$ cat config.mk
export PLATFORM = sky130hd
export DESIGN_NAME = mac_operand_feeder
export DESIGN_NICKNAME = d
export VERILOG_FILES = /design/src/rtl/mac_operand_feeder.sv
export SDC_FILE = /design/constraint.sdc
export NUM_CORES = 1
export LEC_CHECK = 0
export BUFFER_PORTS_ARGS = -buffer_cell sky130_fd_sc_hd__buf_2
export CAP_MARGIN = 40
export CELL_PAD_IN_SITES_DETAIL_PLACEMENT = 1
export CELL_PAD_IN_SITES_GLOBAL_PLACEMENT = 1
export CORE_UTILIZATION = 43
export CTS_CLUSTER_DIAMETER = 100
export DETAILED_ROUTE_END_ITERATION = 6
export PLACE_DENSITY = 0.75
export SYNTH_ARGS = -nofsm -noshare
export SYNTH_HDL_FRONTEND = slang
export SYNTH_SLANG_ARGS = --single-unit
$ cat constraint.sdc
create_clock -name clk -period 3 [get_ports clk]
set_clock_uncertainty 0.1 [all_clocks]
set_input_delay 0.45 -clock clk [delete_from_list [all_inputs] [get_ports clk]]
set_output_delay 0.45 -clock clk [all_outputs]
set_load 0.02 [all_outputs]
$ cat src/rtl/mac_operand_feeder.sv
// Producer side of a MAC operand interface: streams two signed operand banks with optional skew,
// then captures the MAC accumulator. Define MAC_FEEDER_CHECK_EN for the self-check accumulator.
module mac_operand_feeder #(
    parameter int unsigned DW          = 4,
    parameter int unsigned ACC_W       = 11,
    parameter int unsigned DEPTH       = 8,
    parameter int unsigned ADDR_W      = 3,
    parameter int unsigned CAPTURE_LAT = 2
) (
    input  logic              clk,
    input  logic              reset,
    input  logic              wr_en,
    input  logic              wr_sel,
    input  logic [ADDR_W-1:0] wr_addr,
    input  logic [DW-1:0]     wr_data,
    input  logic [ADDR_W:0]   len,
    input  logic [1:0]        skew_mode,
    input  logic              start,
    output logic              busy,
    output logic [DW-1:0]     out_a,
    output logic              out_valid_a,
    output logic [DW-1:0]     out_b,
    output logic              out_valid_b,
    input  logic [ACC_W-1:0]  mac_result,
    output logic [ACC_W-1:0]  result,
    output logic              result_valid
`ifdef MAC_FEEDER_CHECK_EN
    ,
    output logic              mismatch
`endif
);

    localparam int unsigned LatW = (CAPTURE_LAT > 1) ? $clog2(CAPTURE_LAT) : 1;
    localparam logic [ADDR_W:0] LenMax = (ADDR_W+1)'(DEPTH);
    localparam logic [ADDR_W:0] KOne = (ADDR_W+1)'(1);
    localparam logic [LatW-1:0] LatOne = LatW'(1);
    localparam logic [LatW-1:0] LatLast = LatW'(CAPTURE_LAT - 1);

    typedef enum logic [1:0] {StIdle, StIssue, StDrain, StDone} state_e;

    state_e              state_q, state_d;
    logic [ADDR_W:0]     k_q, k_d, len_q, len_d;
    logic [1:0]          skew_q, skew_d;
    logic                phase_q, phase_d;
    logic [LatW-1:0]     lat_q, lat_d;
    logic                busy_q, busy_d, va_q, va_d, vb_q, vb_d, rv_q, rv_d;
    logic [DW-1:0]       oa_q, oa_d, ob_q, ob_d;
    logic [ACC_W-1:0]    res_q, res_d;
    logic [DW-1:0]       bank_a_q [DEPTH];
    logic [DW-1:0]       bank_b_q [DEPTH];

    logic                em_en, em_phase;
    logic [ADDR_W-1:0]   em_idx;
    logic [1:0]          em_skew, skew_norm;
    logic [DW-1:0]       a_rd, b_rd;
    logic [ADDR_W:0]     len_clamp, k_next;
    logic                wr_ok;
`ifdef MAC_FEEDER_CHECK_EN
    logic [ACC_W-1:0]    acc_q, acc_d;
    logic                mis_q, mis_d;
    logic signed [2*DW-1:0] prod;
`endif

    assign wr_ok     = wr_en && (state_q == StIdle);
    assign skew_norm = (skew_mode == 2'b11) ? 2'b00 : skew_mode;
    assign len_clamp = (len > LenMax) ? LenMax : len;
    assign k_next    = k_q + KOne;

    always_comb begin
        state_d  = state_q;
        k_d      = k_q;
        len_d    = len_q;
        skew_d   = skew_q;
        phase_d  = phase_q;
        lat_d    = lat_q;
        busy_d   = busy_q;
        res_d    = res_q;
        va_d     = 1'b0;
        vb_d     = 1'b0;
        oa_d     = '0;
        ob_d     = '0;
        rv_d     = 1'b0;
        em_en    = 1'b0;
        em_phase = 1'b0;
        em_idx   = '0;
        em_skew  = skew_q;
        a_rd     = '0;
        b_rd     = '0;
`ifdef MAC_FEEDER_CHECK_EN
        acc_d    = acc_q;
        mis_d    = mis_q;
        prod     = '0;
`endif
        case (state_q)
            StIdle: begin
                if (start) begin
                    len_d   = len_clamp;
                    skew_d  = skew_norm;
                    k_d     = '0;
                    phase_d = 1'b0;
                    busy_d  = 1'b1;
`ifdef MAC_FEEDER_CHECK_EN
                    acc_d   = '0;
                    mis_d   = 1'b0;
`endif
                    if (len_clamp == '0) begin
                        state_d = StDone;
                    end else begin
                        state_d = StIssue;
                        em_en   = 1'b1;
                        em_skew = skew_norm;
                    end
                end
            end
            StIssue: begin
                // Element finishes on its only cycle (paired) or on its second half (skewed)
                if ((skew_q == 2'b00) || phase_q) begin
                    if (k_next == len_q) begin
                        state_d = StDrain;
                        lat_d   = '0;
                    end else begin
                        k_d     = k_next;
                        phase_d = 1'b0;
                        em_en   = 1'b1;
                        em_idx  = k_next[ADDR_W-1:0];
                    end
                end else begin
                    phase_d  = 1'b1;
                    em_en    = 1'b1;
                    em_phase = 1'b1;
                    em_idx   = k_q[ADDR_W-1:0];
                end
            end
            StDrain: begin
                if (lat_q == LatLast) begin
                    state_d = StDone;
                end else begin
                    lat_d = lat_q + LatOne;
                end
            end
            StDone: begin
                res_d   = (len_q == '0) ? '0 : mac_result;
                rv_d    = 1'b1;
                busy_d  = 1'b0;
                state_d = StIdle;
`ifdef MAC_FEEDER_CHECK_EN
                mis_d   = mis_q | (acc_q != res_d);
`endif
            end
            default: state_d = StIdle;
        endcase

        if (em_en) begin
            // A write in the start cycle is forwarded so the run sees the new value
            a_rd = (wr_ok && !wr_sel && (wr_addr == em_idx)) ? wr_data : bank_a_q[em_idx];
            b_rd = (wr_ok && wr_sel && (wr_addr == em_idx)) ? wr_data : bank_b_q[em_idx];
            case (em_skew)
                2'b01: begin
                    if (!em_phase) begin va_d = 1'b1; oa_d = a_rd; end
                    else begin vb_d = 1'b1; ob_d = b_rd; end
                end
                2'b10: begin
                    if (!em_phase) begin vb_d = 1'b1; ob_d = b_rd; end
                    else begin va_d = 1'b1; oa_d = a_rd; end
                end
                default: begin
                    va_d = 1'b1;
                    vb_d = 1'b1;
                    oa_d = a_rd;
                    ob_d = b_rd;
                end
            endcase
`ifdef MAC_FEEDER_CHECK_EN
            if (!em_phase) begin
                prod  = $signed(a_rd) * $signed(b_rd);
                acc_d = acc_d + {{(ACC_W-2*DW){prod[2*DW-1]}}, prod};
            end
`endif
        end
    end

    always_ff @(posedge clk or posedge reset) begin
        if (reset) begin
            state_q <= StIdle;
            k_q     <= '0;
            len_q   <= '0;
            skew_q  <= '0;
            phase_q <= 1'b0;
            lat_q   <= '0;
            busy_q  <= 1'b0;
            va_q    <= 1'b0;
            vb_q    <= 1'b0;
            oa_q    <= '0;
            ob_q    <= '0;
            res_q   <= '0;
            rv_q    <= 1'b0;
`ifdef MAC_FEEDER_CHECK_EN
            acc_q   <= '0;
            mis_q   <= 1'b0;
`endif
        end else begin
            state_q <= state_d;
            k_q     <= k_d;
            len_q   <= len_d;
            skew_q  <= skew_d;
            phase_q <= phase_d;
            lat_q   <= lat_d;
            busy_q  <= busy_d;
            va_q    <= va_d;
            vb_q    <= vb_d;
            oa_q    <= oa_d;
            ob_q    <= ob_d;
            res_q   <= res_d;
            rv_q    <= rv_d;
`ifdef MAC_FEEDER_CHECK_EN
            acc_q   <= acc_d;
            mis_q   <= mis_d;
`endif
        end
    end

    // Bank storage is deliberately not reset so data survives an aborted run
    always_ff @(posedge clk) begin
        if (wr_ok) begin
            if (wr_sel) bank_b_q[wr_addr] <= wr_data;
            else        bank_a_q[wr_addr] <= wr_data;
        end
    end

    assign busy         = busy_q;
    assign out_a        = oa_q;
    assign out_b        = ob_q;
    assign out_valid_a  = va_q;
    assign out_valid_b  = vb_q;
    assign result       = res_q;
    assign result_valid = rv_q;
`ifdef MAC_FEEDER_CHECK_EN
    assign mismatch     = mis_q;
`endif

endmodule

After elaboration in Yosys (flattened, before gate mapping). Memory sizes are Yosys's and may differ from the RTL's. Cells that the tools add are included.

Bits in registers: 37. Bits in writable memories: 64. Output and inout bits: 23. Logic and storage cells: 111. Memories kept: 2.

Memories: bank_a_q (words 8, bits a word 4, rd ports 1, clocked after memory_dff 0, wr ports 1, RTL line 49) `logic [DW-1:0] bank_a_q [DEPTH];`; bank_b_q (words 8, bits a word 4, rd ports 1, clocked after memory_dff 0, wr ports 1, RTL line 50) `logic [DW-1:0] bank_b_q [DEPTH];`.

Add/sub/neg operators: 2. Magnitude comparators: 1. Equality and inequality tests: 14. Mux-type cells: 59. Reduce and logical (&&, ||, !) cells: 20.

Operators with widths (number): 4-bit two-way mux (12); 1-bit two-way mux (24); 4-bit one-hot mux with 2 select lines (3); 2-bit two-way mux (9); 1-bit one-hot mux with 2 select lines (6); 11-bit two-way mux (1); 2-bit != test, second input constant (5); 3-bit two-way mux (3); 2-bit == test, second input constant (4); 4-bit logical NOT (2); 2-bit one-hot mux with 4 select lines (1); 4-bit AND reduction (2); 3-bit AND reduction (2); 2-bit nonzero test (3); 1-bit logical AND (5); 4-bit by 1-bit adder with 4-bit output, second input constant (1); 2-bit by 1-bit == test with 1-bit output, second input constant (2); 4-bit == test (1); 4-bit greater-than comparator, second input constant (1); 2-bit logical NOT (2); 2-bit AND reduction (2); 3-bit == test (1); 3-bit != test, second input constant (1); 1-bit adder, second input constant (1); other kinds (2) (2).

Depth between registers and ports, before layout.
Depth after elaboration: 11. Mapped depth: 13.

Worst setup path before layout. OpenSTA, ideal clock, no wires.

Path type: register to register. Start: register state_q[0]. End: register oa_q[2], in the netlist out_a[2]. Setup time: 0.083 ns. Arrival: 2.473 ns. Path slack: 0.343 ns. Cell stages (with the launch flop): 13. Path buffers: 2. Cells stage by stage: dfrtp_1 -> inv_1 -> ha_1 -> clkbuf_1 -> nand2_1 -> clkbuf_1 -> nor2_1 -> mux2_2 -> ha_1 -> inv_1 -> a31oi_1 -> o21ai_0 -> a31oi_1.

Longest elaborated chain between the ends: 8.

Ends and longest elaborated chain: start, declared (RTL line 41) `state_e state_q, state_d;`; start signal, assigned (RTL line 184) `state_q <= StIdle;`; start signal, assigned (RTL line 202) `state_q <= state_d;`; parallel branches: the longest is 7 deep, another holds memory 8 x 4 bit; 4-bit two-way mux * (RTL line 153) `if (em_en) begin`; via oa_d[2] (RTL line 47) `logic [DW-1:0] oa_q, oa_d, ob_q, ob_d;`; end signal, assigned (RTL line 193) `oa_q <= '0;`; end signal, assigned (RTL line 211) `oa_q <= oa_d;`; end, declared (RTL line 47).

Mark *: on every way through the listed nets, which the timed path passes. A chain may end at the register's enable or synchronous reset.

Final worst setup path.
Start: register k_q[1]. End: register oa_q[2], in the netlist out_a[2].

Longest elaborated chain between the ends: 11.

Ends and longest elaborated chain: start, declared (RTL line 42) `logic [ADDR_W:0] k_q, k_d, len_q, len_d;`; start signal, assigned (RTL line 203) `k_q <= k_d;`; parallel branches: the longest is 10 deep, another holds 4-bit by 1-bit adder with 4-bit output; 4-bit two-way mux * (RTL line 153); via oa_d[2] (RTL line 47).

Marked as above.

==> impl_results.html <==
<table>
<tr><th>Metric</th><th>Value</th></tr>
<tr><th colspan="2">Clock network</th></tr>
<tr><td>TritonCTS Buffers</td><td>9</td></tr>
<tr><td>Max H-tree Level</td><td>3</td></tr>
<tr><td>Clock tree buffer depth</td><td>2</td></tr>
<tr><td>Clock edge transition at the registers on the reported setup and hold paths</td><td>0.11 ns</td></tr>
<tr><td>Number of buffers added to fix hold violations after cts</td><td>0</td></tr>
<tr><td>Clock tree sinks</td><td>101</td></tr>
<tr><td>TritonCTS clock tree</td><td>built</td></tr>
<tr><td>Clock latency of the later-clocked register in the worst-skew pair</td><td>0.36 ns</td></tr>
<tr><td>Cell at the root of the clock tree</td><td>clkbuf_8</td></tr>
<tr><th colspan="2">Worst setup path</th></tr>
<tr><td>Type of the setup path with the least slack</td><td>reg2reg</td></tr>
<tr><td>Max stage delay cell, worst path</td><td>dfrtp_1</td></tr>
<tr><td>Worst Path Arrival</td><td>3.03 ns</td></tr>
<tr><td>Nature of the critical path endpoint</td><td>flop</td></tr>
<tr><td>Worst path bufs/invs</td><td>1</td></tr>
<tr><td>Cells traversed along the worst timing path</td><td>ha_1 &gt; xor3_1 &gt; or3_4 &gt; nor2_4 &gt; mux2i_2 &gt; nand4_1 &gt; buf_4 &gt; o21ai_0 &gt; a31oi_1</td></tr>
<tr><td>Critical path data required time</td><td>3.13 ns</td></tr>
<tr><td>Sort of element at the start of the critical path</td><td>flop</td></tr>
<tr><td>Kind of cell adding the most delay to the critical path</td><td>simple AND/OR/NAND/NOR gates</td></tr>
<tr><td>Largest stage delay, worst path</td><td>0.44 ns</td></tr>
<tr><td>Setup slack of the most critical reg-to-reg path</td><td>0.10 ns</td></tr>
<tr><td>Largest driver fanout on the critical path</td><td>8</td></tr>
<tr><th colspan="2">Routing</th></tr>
<tr><td>Antenna Violating Nets Remaining</td><td>0</td></tr>
<tr><td>Ratio of routed vias to standard cells</td><td>5.59</td></tr>
<tr><td>DR iter-0 viols</td><td>303</td></tr>
<tr><td>Average wire per cell in the routed design</td><td>19.6 um</td></tr>
<tr><td>Sum of routed wire length over all layers</td><td>12300 um</td></tr>
<tr><td>Length of the first detailed-routing pass in iterations</td><td>4</td></tr>
<tr><td>Via Count</td><td>3500</td></tr>
<tr><td>DRC violations left</td><td>0</td></tr>
<tr><th colspan="2">Hold path</th></tr>
<tr><td>Hold Crit Class</td><td>in2async</td></tr>
<tr><th colspan="2">Status</th></tr>
<tr><td>Outcome</td><td>complete, no violations</td></tr>
<tr><th colspan="2">Timing</th></tr>
<tr><td>Tcrit/Tclk final</td><td>0.966</td></tr>
<tr><td>Normalized max-slew margin</td><td>0.547</td></tr>
<tr><td>Post-route worst setup slack</td><td>0.103 ns</td></tr>
<tr><td>Setup TNS</td><td>0 ns</td></tr>
<tr><td>Post-Route Hold Slack</td><td>0.0844 ns</td></tr>
<tr><td>Worst-Margin Slew</td><td>0.674 ns</td></tr>
<tr><td>Unrepaired setup endpoints after global routing</td><td>no</td></tr>
<tr><td>Slew Limit Fails</td><td>0</td></tr>
<tr><td>Number of endpoints with negative hold slack in the final report</td><td>0</td></tr>
<tr><td>Final setup vio count</td><td>0</td></tr>
<tr><td>Final Critical Period</td><td>2.90 ns</td></tr>
<tr><td>Max Freq</td><td>345 MHz</td></tr>
<tr><th colspan="2">Yosys</th></tr>
<tr><td>Fraction of the yosys area taken by sequential cells</td><td>0.591</td></tr>
<tr><td>Post-synthesis cell count</td><td>418</td></tr>
<tr><td>Synthesized area divided by synthesized cell count</td><td>11.5 sq um</td></tr>
<tr><td>Area of the mapped netlist</td><td>4820 sq um</td></tr>
<tr><td>Leading cell types by total area after synthesis</td><td>edfxtp_1, dfrtp_1, o21ai_0</td></tr>
<tr><td>YS warnings</td><td>0</td></tr>
<tr><td>Synthesis-stage register bit count</td><td>101</td></tr>
<tr><td>Number of synthesized flops with an enable pin</td><td>64</td></tr>
<tr><td>Most used DFF post-synth</td><td>edfxtp_1</td></tr>
<tr><td>Cell accounting for the most synthesized area</td><td>edfxtp_1</td></tr>
<tr><td>Distinct cells, synth</td><td>52</td></tr>
<tr><td>Share of async-settable or async-resettable flops after synthesis</td><td>0.366</td></tr>
<tr><td>Fraction of post-synthesis cell area in the top cell type by area</td><td>0.399</td></tr>
<tr><td>Net count after synthesis</td><td>454</td></tr>
<tr><th colspan="2">Global route</th></tr>
<tr><td>Number of antenna violations at the first check in global routing</td><td>0</td></tr>
<tr><td>GR Util All Layers</td><td>0.226</td></tr>
<tr><td>First-pass GRT wire length</td><td>19300 um</td></tr>
<tr><td>Pin count of the biggest net entering global routing</td><td>38</td></tr>
<tr><td>Global route overflow</td><td>0</td></tr>
<tr><td>Via count of the first global-routing pass</td><td>3577</td></tr>
<tr><th colspan="2">Run</th></tr>
<tr><td>Max-Cap Viols</td><td>0</td></tr>
<tr><th colspan="2">Placement</th></tr>
<tr><td>IO buf count</td><td>51</td></tr>
<tr><td>Post-detailed-placement half-perimeter wirelength</td><td>9010 um</td></tr>
<tr><td>Weighted congestion at the end of routability-driven global placement</td><td>0.865</td></tr>
<tr><td>Post-Place Setup Slack</td><td>0.0940 ns</td></tr>
<tr><th colspan="2">Floorplanning</th></tr>
<tr><td>Area of the die</td><td>11600 sq um</td></tr>
<tr><td>Chip width</td><td>108 um</td></tr>
<tr><td>I/O pin total</td><td>52</td></tr>
<tr><td>Placeable Area</td><td>10900 sq um</td></tr>
<tr><td>Initial Utilization</td><td>0.443</td></tr>
<tr><td>Number of rows created at floorplan</td><td>38</td></tr>
<tr><td>Die Y-Extent</td><td>108 um</td></tr>
<tr><th colspan="2">Pwr</th></tr>
<tr><td>IR drop worst, VDD</td><td>0.372 mV</td></tr>
<tr><td>Power density cells</td><td>912 nW/um^2</td></tr>
<tr><td>Leak</td><td>2.17 nW</td></tr>
<tr><td>Total Power</td><td>0.00505 W</td></tr>
<tr><th colspan="2">Finish</th></tr>
<tr><td>Most common cell after layout, fill and taps aside</td><td>edfxtp_1</td></tr>
<tr><td>Top library cells by usage in the layout, fill and taps aside</td><td>edfxtp_1, o21ai_0, buf_2</td></tr>
<tr><td>Final nets</td><td>517</td></tr>
<tr><td>Ratio of cells with drive above 1 in the final layout</td><td>0.249</td></tr>
<tr><td>Area added between synthesis and finish</td><td>14.8%</td></tr>
<tr><td>Count of antenna diodes in the layout</td><td>0</td></tr>
</table>
-- per-layer routing --
metal / up-vias / track usage / wire [um]
met5: - / 0 / 0
met2: 106 / 0.388 / 6080
met3: 10 / 0.0400 / 617
met1: 1742 / 0.293 / 5430
li1: 1642 / - / -
met4: 0 / 0.0568 / 138
-- final cells by class --
class                      count  area, sq um
timing repair buffer          68          383
clock inverter                 7          104
fill                        1188         5350
clock buffer                   9          124
multi-input combinational    269         1780
inverter                      32          120
tap                          140          175
sequential                   101         2850
-- state kept, by name (all words and copies together), names as in the netlist --
signal        count
out_valid_b       1
busy              1
out_b             4
len_q             4
bank_b_q         32
skew_q            2
lat_q             1
out_valid_a       1
result           11
phase_q           1
result_valid      1
bank_a_q         32
state_q           2
out_a             4
k_q               4
-- cells by family (layout without fill, tap and decap cells) --
| group | Yosys count | after routing | synth area share |
|---|---|---|---|
| xor gates and xnor gates | 6 | 6 | 0.0140 |
| DFF | 101 | 101 | 0.591 |
| buffers and inverters | 48 | 116 | 0.0444 |
| and+or+nand+nor | 120 | 120 | 0.123 |
| AOI/OAI and AO/OA | 109 | 109 | 0.148 |
| adders and majority gates | 7 | 7 | 0.0182 |
| muxes | 27 | 27 | 0.0618 |
-- synthesized netlist by cell type, drive strengths merged (3+ instances only) --
master and instances:
and2 11, ha 7, inv 32, mux2 22
nand3 7, nor3 14, a221oi 6, edfxtp 64
nor2b 4, buf 6, nand2 46, nand2b 9
dfrtp 37, a21boi 3, a21oi 5, clkbuf 10
a22oi 5, nor2 22, xnor2 3, a32oi 6
nand4 3, mux2i 5, o21ai 56, a31oi 10
-- worst min-delay path, delay by kind of cell --
family | cells | cell delay, ns
buffers and inverters | 3 | 0.56
-- worst paths after layout --
check | from | end | cells after the start
worst max-delay path | k_q[1] | out_a[2] | 9
worst min-delay path | reset | result[10] | 3
worst max register to register | k_q[1] | out_a[2] | 9
worst min register to register | result[9] | result[9] | 2
max in group asynchronous | reset | result[7] | 3
min in group clk | mac_result[9] | result[9] | 3
-- power by group --
| part | leakage [nW] | internal, W | switching [W] |
|---|---|---|---|
| logic | 1.00 | 0.000836 | 0.00140 |
| registers | 1.06 | 0.00169 | 0.000146 |
| clock network | 0.115 | 0.000484 | 0.000495 |
| total | 2.17 | 0.00301 | 0.00204 |
-- per-stage QoR --
step | util | area (sq um) | std cells
final | 0.508 | 5530 | 626
after global routing | 0.508 | 5530 | 626
after CTS | 0.505 | 5500 | 624
after detailed placement | 0.484 | 5270 | 608
after global placement | 0.484 | 5270 | 608
after floorplan | - | 4820 | 418
-- what timing repair did --
action                     CTS  global route
setup endpoints to repair    0             5
setup buffers                0             2
resized for setup            0             4
Note: power is estimated with default switching activity, not from simulation.
